$ cat src/rtl/syncfifo_shared_n_if.sv
// rtl/syncfifo_shared_n_if.sv - producer/consumer bundle for the shared-pool multi-channel FIFO
interface syncfifo_shared_n_if #(
   parameter int WID   = 32,
   parameter int DEPTH = 8,
   parameter int NCH   = 5
);
   localparam int CWID = $clog2(DEPTH + 1);

   logic [NCH-1:0]      vldin;
   logic [NCH*WID-1:0]  din;
   logic [NCH-1:0]      readout;
   logic [NCH*WID-1:0]  dout;
   logic [NCH-1:0]      full;
   logic [NCH-1:0]      empty;
   logic [NCH*CWID-1:0] count;
   logic [CWID-1:0]     free_count;
   logic [1:0]          err;

   modport master (
      output vldin, din, readout,
      input  dout, full, empty, count, free_count, err
   );

   modport slave (
      input  vldin, din, readout,
      output dout, full, empty, count, free_count, err
   );
endinterface

$ cat src/rtl/syncfifo_shared_n.sv
// rtl/syncfifo_shared_n.sv - NCH FIFO channels sharing one DEPTH-entry pool with per-channel reservation
module syncfifo_shared_n #(
   parameter int WID     = 32,
   parameter int DEPTH   = 8,
   parameter int NCH     = 5,
   parameter int RESERVE = 1
) (
   input  logic                clk,
   input  logic                rst,
   input  logic                softreset,
   syncfifo_shared_n_if.slave  bus
);
   localparam int AWID = $clog2(DEPTH);
   localparam int CWID = $clog2(DEPTH + 1);

   if (NCH * RESERVE > DEPTH) begin : g_bad_reserve
      $error("syncfifo_shared_n: NCH*RESERVE exceeds DEPTH");
   end
   if (DEPTH < 2 || DEPTH > 64 || NCH < 1 || NCH > 16) begin : g_bad_size
      $error("syncfifo_shared_n: DEPTH or NCH out of range");
   end

   logic [WID-1:0]  pool_q [DEPTH];
   logic [DEPTH-1:0] free_q, free_d;
   logic [AWID-1:0] qptr_q [NCH][DEPTH];
   logic [AWID-1:0] qptr_d [NCH][DEPTH];
   logic [AWID-1:0] head_q [NCH];
   logic [AWID-1:0] head_d [NCH];
   logic [CWID-1:0] cnt_q  [NCH];
   logic [CWID-1:0] cnt_d  [NCH];
   logic [CWID-1:0] fcnt_q, fcnt_d;
   logic [1:0]      err_q, err_d;

   logic [NCH-1:0]   full_c, empty_c, acc, pop;
   logic [AWID-1:0]  slot [NCH];
   logic [DEPTH-1:0] taken;
   int               avail, owed, sl, t, sum;
   int               cntp [NCH];

   // Channels resolve in ascending order; each lower accept consumes a slot and may settle a debt.
   always_comb begin
      full_c = '0;
      acc    = '0;
      taken  = free_q;
      avail  = int'(fcnt_q);
      owed   = 0;
      sl     = 0;
      for (int j = 0; j < NCH; j++) begin
         cntp[j] = int'(cnt_q[j]);
         slot[j] = '0;
      end
      for (int i = 0; i < NCH; i++) begin
         owed = 0;
         for (int j = 0; j < NCH; j++) begin
            if (j != i && cntp[j] < RESERVE) owed = owed + (RESERVE - cntp[j]);
         end
         full_c[i] = (avail == 0) || ((int'(cnt_q[i]) >= RESERVE) && (avail <= owed));
         if (bus.vldin[i] && !full_c[i]) begin
            acc[i]  = 1'b1;
            avail   = avail - 1;
            cntp[i] = cntp[i] + 1;
            sl      = 0;
            for (int s = DEPTH - 1; s >= 0; s--) begin
               if (taken[s]) sl = s;
            end
            slot[i]   = AWID'(sl);
            taken[sl] = 1'b0;
         end
      end
   end

   always_comb begin
      free_d = free_q;
      qptr_d = qptr_q;
      head_d = head_q;
      cnt_d  = cnt_q;
      err_d  = err_q;
      pop    = '0;
      t      = 0;
      sum    = 0;
      for (int i = 0; i < NCH; i++) begin
         pop[i] = bus.readout[i] && !empty_c[i];
         if (pop[i]) begin
            free_d[qptr_q[i][head_q[i]]] = 1'b1;
            head_d[i] = (head_q[i] == AWID'(DEPTH - 1)) ? '0 : head_q[i] + 1'b1;
         end
         if (acc[i]) begin
            free_d[slot[i]] = 1'b0;
            t = int'(head_q[i]) + int'(cnt_q[i]);
            if (t >= DEPTH) t = t - DEPTH;
            qptr_d[i][AWID'(t)] = slot[i];
         end
         cnt_d[i] = cnt_q[i] + CWID'(acc[i]) - CWID'(pop[i]);
         sum = sum + int'(cnt_d[i]);
      end
      fcnt_d = CWID'(DEPTH - sum);
      err_d[0] = err_q[0] | (|(bus.vldin & full_c));
      err_d[1] = err_q[1] | (|(bus.readout & empty_c));
      if (softreset) begin
         free_d = '1;
         fcnt_d = CWID'(DEPTH);
         err_d  = '0;
         for (int i = 0; i < NCH; i++) begin
            head_d[i] = '0;
            cnt_d[i]  = '0;
         end
      end
   end

   always_ff @(posedge clk or posedge rst) begin
      if (rst) begin
         free_q <= '1;
         fcnt_q <= CWID'(DEPTH);
         err_q  <= '0;
         for (int i = 0; i < NCH; i++) begin
            head_q[i] <= '0;
            cnt_q[i]  <= '0;
            for (int s = 0; s < DEPTH; s++) qptr_q[i][s] <= '0;
         end
      end else begin
         free_q <= free_d;
         fcnt_q <= fcnt_d;
         err_q  <= err_d;
         head_q <= head_d;
         cnt_q  <= cnt_d;
         qptr_q <= qptr_d;
      end
   end

   // Pool payload needs no reset: it is only read through an occupied pointer.
   always_ff @(posedge clk) begin
      for (int i = 0; i < NCH; i++) begin
         if (acc[i] && !softreset) pool_q[slot[i]] <= bus.din[i*WID +: WID];
      end
   end

   always_comb begin
      for (int i = 0; i < NCH; i++) begin
         empty_c[i]                 = (cnt_q[i] == '0);
         bus.dout[i*WID +: WID]     = pool_q[qptr_q[i][head_q[i]]];
         bus.count[i*CWID +: CWID]  = cnt_q[i];
      end
   end

   assign bus.full       = full_c;
   assign bus.empty      = empty_c;
   assign bus.free_count = fcnt_q;
   assign bus.err        = err_q;
endmodule

$ cat src/flat_wrapper.sv
// flat-port wrapper written by rule: the top's interface ports become plain ports
module syncfifo_shared_n_flat 
#(
   parameter int WID     = 32,
   parameter int DEPTH   = 8,
   parameter int NCH     = 5,
   parameter int RESERVE = 1
)
  (clk, rst, softreset, bus_vldin, bus_din, bus_readout, bus_dout, bus_full, bus_empty, bus_count, bus_free_count, bus_err);
  syncfifo_shared_n_if #(.WID(WID), .DEPTH(DEPTH), .NCH(NCH)) bus_i ();
  input  logic clk;
  input  logic rst;
  input  logic softreset;
  input wire logic [$bits(bus_i.vldin)-1:0] bus_vldin;
  input wire logic [$bits(bus_i.din)-1:0] bus_din;
  input wire logic [$bits(bus_i.readout)-1:0] bus_readout;
  output wire logic [$bits(bus_i.dout)-1:0] bus_dout;
  output wire logic [$bits(bus_i.full)-1:0] bus_full;
  output wire logic [$bits(bus_i.empty)-1:0] bus_empty;
  output wire logic [$bits(bus_i.count)-1:0] bus_count;
  output wire logic [$bits(bus_i.free_count)-1:0] bus_free_count;
  output wire logic [$bits(bus_i.err)-1:0] bus_err;
  assign bus_i.vldin = bus_vldin;
  assign bus_i.din = bus_din;
  assign bus_i.readout = bus_readout;
  assign bus_dout = bus_i.dout;
  assign bus_full = bus_i.full;
  assign bus_empty = bus_i.empty;
  assign bus_count = bus_i.count;
  assign bus_free_count = bus_i.free_count;
  assign bus_err = bus_i.err;
  syncfifo_shared_n #(.WID(WID), .DEPTH(DEPTH), .NCH(NCH), .RESERVE(RESERVE)) u_core (.clk(clk), .rst(rst), .softreset(softreset), .bus(bus_i));
endmodule
$ cat config.mk
export PLATFORM = sky130hd
export DESIGN_NAME = syncfifo_shared_n_flat
export DESIGN_NICKNAME = d
export VERILOG_FILES = /design/src/rtl/syncfifo_shared_n_if.sv /design/src/rtl/syncfifo_shared_n.sv /design/src/flat_wrapper.sv
export SDC_FILE = /design/constraint.sdc
export NUM_CORES = 2
export LEC_CHECK = 0
export ABC_AREA = 1
export BUFFER_PORTS_ARGS = -buffer_cell sky130_fd_sc_hd__buf_4
export CAP_MARGIN = 40
export CORE_MARGIN = 4
export CORE_UTILIZATION = 55
export DETAILED_ROUTE_END_ITERATION = 7
export GPL_ROUTABILITY_DRIVEN = 1
export GPL_TIMING_DRIVEN = 0
export PLACE_DENSITY = 0.76
export SLEW_MARGIN = 25
export SYNTH_ARGS = -nofsm -noshare
export SYNTH_HDL_FRONTEND = slang
export SYNTH_SLANG_ARGS = --single-unit
$ cat constraint.sdc
create_clock -name clk -period 37 [get_ports clk]
set_clock_uncertainty 0.15 [all_clocks]
set_input_delay 1.85 -clock clk [delete_from_list [all_inputs] [get_ports clk]]
set_output_delay 1.85 -clock clk [all_outputs]
set_load 0.005 [all_outputs]
==> results of run 1 <==
==> layer usage <==
| layer | GRT overflow | global-route usage [%] |
|---|---|---|
| met4 | 2 | 50.3 |
| met3 | 1 | 56.2 |
| met1 | 0 | 78.1 |
| met2 | 4 | 81.1 |
| met5 | 0 | 37.8 |
==> kinds of logic after synthesis <==
kind of cell	count (synthesis)	synth area share, %
other cells	2	0.0118
flops	425	18.7
simple gates	4238	27.8
mux	10	0.157
buf+inv	1879	11.6
xor+xnor	182	2.51
compound gates	2976	27.4
fa+ha+maj	570	11.7
==> what timing repair did <==
action | 4_1_cts
endpoints found under the hold margin | 0
gates resized for setup | 371
setup buffers | 139
pin swaps | 139
endpoints found under the setup margin | 559
cloned | 1
hold buffers | 0
==> stage by stage <==
| step | hold slack (ns) | utilization [%] |
|---|---|---|
| 2_1_floorplan | 0.274 | - |
| 3_3_place_gp | 0.285 | 59.7 |
| 3_5_place_dp | 0.293 | 60.3 |
| 4_1_cts | 0.306 | 64.0 |
==> impl_metrics.tcl, run 1 <==
set metrics [dict create \
    dp_cells 12200 \
    portBuffers 335 \
    async_flop_share_pct 39.8 \
    clockBufferDepth 3 \
    synth_cell_types 69 \
    placed_cell_area_mm2 0.0691 \
    synth_most_common_cell "nand2_1" \
    stop_error "[ERROR GRT-0232] Routing congestion too high. Check the congestion heatmap in the GUI." \
    netlist_area_mm2 0.0636 \
    ios 369 \
    ys_ff_latch 425 \
    antenna_found_initial 69 \
    grt_max_degree 98 \
    synth_commonest_cells "2,742 x nand2_1, 1,339 x o21ai_0, 1,159 x inv_1" \
    synth_edf_count 256 \
    root_buffer "clkbuf_16" \
    ys_warn_count 0 \
    overflow 7 \
    hpwl_mm 275 \
    gp_congestion 1.17 \
    grt-worst-endpoint "u_core.bus.free_count[3]$_DFF_PP1_/D" \
    placementRows 124 \
    lastStage "global routing (5_1_grt)" \
    grt_usage_pct 69.4 \
    preCtsSetupSlack_ns -10.38 \
    synth_ff_type "edfxtp_1" \
    outcome "stopped before the end" \
    avgSynthCellArea_um2 6.19 \
    synth_top_cell_by_area "nand2_1" \
    initial_utilization_pct 55.5 \
    ys_seq_area_share_pct 18.7 \
    cts_buffers 47 \
    yosys-top-cells-area "nand2_1 16%, edfxtp_1 12%, o21ai_0 11%" \
    die_w_um 348 \
    ctsHtreeMaxLevel 2 \
    synth_top_area_share_pct 16.2 \
    syn_inst 10300 \
    endpoint_type "register data pin" \
    clock-sinks 425 \
    fp.dieH_um 348 \
]
==> inputs of run 2 (changes only) <==
Settings changed: CORE_UTILIZATION 55 to 40, PLACE_DENSITY 0.76 to not set, PLACE_DENSITY_LB_ADDON set to 0.15.
Clock period 37 ns to 48.1 ns, I/O delays scaled along.
==> run 2 against run 1 <==
The flow now finishes without violations. Synthesized area stayed put. Synthesized cell count did not move.
==> impl_metrics.tcl, run 2 <==
set metrics [dict create \
    reg2reg_depth 295 \
    final_net_count 11600 \
    synth-compound-area-share_pct 27.4 \
    avgSynthCellArea_um2 6.19 \
    cts_tree "built" \
    setup_violations 0 \
    cp_max_fo 10 \
    worst_pin_slew_ns 1.01 \
    nFillCells 16800 \
    synth_adder_area_share_pct 11.7 \
    clkTransAtPathRegs_ns 0.07 \
    fmax_mhz 22.0 \
    cp_slowest_cell "dfrtp_1" \
    ys_seq_area_share_pct 18.7 \
    hold_path_end "u_core.qptr_q[100]$_DFFE_PP0P_" \
    drive_gt1_share_pct 10.5 \
    synthMuxAreaShare_pct 0.157 \
    holdPathStages 1 \
    synth_commonest_cells "2,742 x nand2_1, 1,339 x o21ai_0, 1,159 x inv_1" \
    drt_first_pass_iters 8 \
    cp.required_ns 48.51 \
    relSlewSlack_pct 33.0 \
    final_cell_mix "2,713 x nand2_1, 1,289 x o21ai_0, 1,150 x inv_1, 658 x nor2_1, 649 x a21oi_1" \
    path_class "reg -> reg" \
    ctsHtreeMaxLevel 2 \
    portBuffers 335 \
    final_area_mm2 0.0733 \
    max_stage_delay_ns 0.93 \
    setup_tns_ns 0 \
    async_flop_share_pct 39.8 \
    outcome "complete, no violations" \
    grt_max_degree 88 \
    drt_first_iter_violations 11500 \
    fin_ws_ns 2.60 \
    clock-sinks 425 \
    core-area_mm2 0.158 \
    synth_top_area_share_pct 16.2 \
    yosys-top-cells-area "nand2_1 16%, edfxtp_1 12%, o21ai_0 11%" \
    placementRows 146 \
    finalHoldViolCount 0 \
    preCtsSetupSlack_ns -5.98 \
    ys_ff_latch 425 \
    routed_wl_mm 366 \
    synth_most_common_cell "nand2_1" \
    gp_congestion 1.06 \
    worstReg2RegStart "u_core.bus.count[8]$_DFF_PP0_" \
    drcViolationCount 0 \
    grt_first_pass_wirelength_mm 514 \
    synth_cell_types 69 \
    layout_commonest_cell "nand2_1" \
    die_w_um 407 \
    ys_warn_count 0 \
    synth_top_cell_by_area "nand2_1" \
    syn_inst 10300 \
    antenna_found_initial 38 \
    placed_cell_area_mm2 0.0697 \
    hpwl_mm 304 \
    largest_reg_flops 256 \
    worstSkewPairLatency_ns 0.67 \
    synth_edf_count 256 \
    synth_ff_type "edfxtp_1" \
    grt_usage_pct 42.4 \
    via_per_inst 6.12 \
    synthSimpleGateAreaFrac_pct 27.8 \
    r2r_slack_ns 2.60 \
    hold_class "reg -> reg" \
    netlist_area_mm2 0.0636 \
    synthXorXnorAreaFrac_pct 2.51 \
    ios 369 \
    overflow 0 \
    worstHoldStart "u_core.qptr_q[100]$_DFFE_PP0P_" \
    cts_buffers 45 \
    area_growth_pct 15.1 \
    clockBufferDepth 3 \
    vias 79300 \
    root_buffer "clkbuf_16" \
    arrival_ns 45.91 \
    die_area_mm2 0.166 \
    cap_violations 0 \
    grt_pass1_vias 73400 \
    endpoint_kind "register" \
    finalCriticalPeriod_ns 45.50 \
    start_kind "register" \
    fp.dieH_um 407 \
    initial_utilization_pct 40.2 \
    timing.critical_path.mode_cell "nand2_1" \
    route.detailed.wl_per_inst_um 28.2 \
    period_share_pct 94.6 \
    r2r-end "u_core.bus.free_count[3]$_DFF_PP1_" \
    drv_slew 0 \
    synth_top_family_by_area "simple AND/OR/NAND/NOR gates" \
    ant_nets 0 \
]
## run 2: cell counts after synthesis
No cell type changed its count.
## run 2: layer usage
metal	wire length, um	GRT usage, %	vias up
li1	-	-	36100
met1	145000	54.9	37100
met2	154000	63.6	4939
met3	41700	11.4	1113
met4	24900	24.0	20
met5	140	0	-
## run 2: cell families after synthesis
logic type,after synthesis
AOI/OAI and AO/OA,2976
xor gates and xnor gates,182
adders and majority gates,570
buffers and inverters,1879
DFF,425
muxes,10
other,2
and+or+nand+nor,4238
## run 2: final cells by class
type                            instances  area [um2]  share of cell area, %
Multi-Input combinational cell       7979       45400                   62.0
Sequential cell                       425       11900                   16.3
Inverter                             1219        4640                   6.33
Timing Repair Buffer                  510        4260                   5.82
Buffer                                657        2870                   3.92
Tap cell                             2072        2590                   3.54
Clock buffer                           54        1180                   1.61
Clock inverter                         29         323                  0.441
Antenna cell                           12        30.0                 0.0410
Timing Repair inverter                  1        8.76                 0.0120
## run 2: metrics by stage
| stage | utilization (%) | instances | hold WS (ns) |
|---|---|---|---|
| final | 46.3 | 13000 | 0.300 |
| after global placement | 43.5 | 12700 | 0.284 |
| after global routing | 46.3 | 13000 | 0.316 |
| after floorplan | - | 10300 | 0.274 |
| after CTS | 45.2 | 12900 | 0.307 |
| after detailed placement | 44.1 | 12800 | 0.293 |
## run 2: worst max-delay path: cells and delay by family, from the launching register on
kind	cells	cell delay, ns
XOR/XNOR	17	2.86
flip-flops	1	0.93
AO/OA/AOI/OAI	73	11.38
AND/OR/NAND/NOR	121	14.19
buffers and inverters	54	5.49
adder cells (fa/ha/maj)	30	10.15
## run 2: worst max path at each step
stage,depth (start not counted),start,slack (ns),to
after CTS,315,u_core.bus.count[6]$_DFF_PP0_,0.01,u_core.bus.free_count[3]$_DFF_PP1_
after floorplan,314,u_core.bus.count[5]$_DFF_PP0_,7.62,u_core.bus.free_count[3]$_DFF_PP1_
after detailed placement,294,u_core.bus.count[5]$_DFF_PP0_,-5.98,u_core.bus.free_count[3]$_DFF_PP1_
after global routing,317,u_core.bus.count[6]$_DFF_PP0_,-0.41,u_core.bus.free_count[3]$_DFF_PP1_
after global placement,256,u_core.bus.count[17]$_DFF_PP0_,-9.43,u_core.pool_q[3][14]$_DFFE_PP_
final,295,u_core.bus.count[8]$_DFF_PP0_,2.60,u_core.bus.free_count[3]$_DFF_PP1_
## run 2: what timing repair did
action,CTS,global route
endpoints found under the hold margin,0,0
buffers inserted,8,55
gates cloned,0,1
pin swaps,6,61
endpoints found under the setup margin,542,542
hold buffers,0,0
gates resized for setup,103,216
Power of run 2 is not shown: default switching activity piles up to over one toggle a cycle in this logic, so the estimate is an artifact.
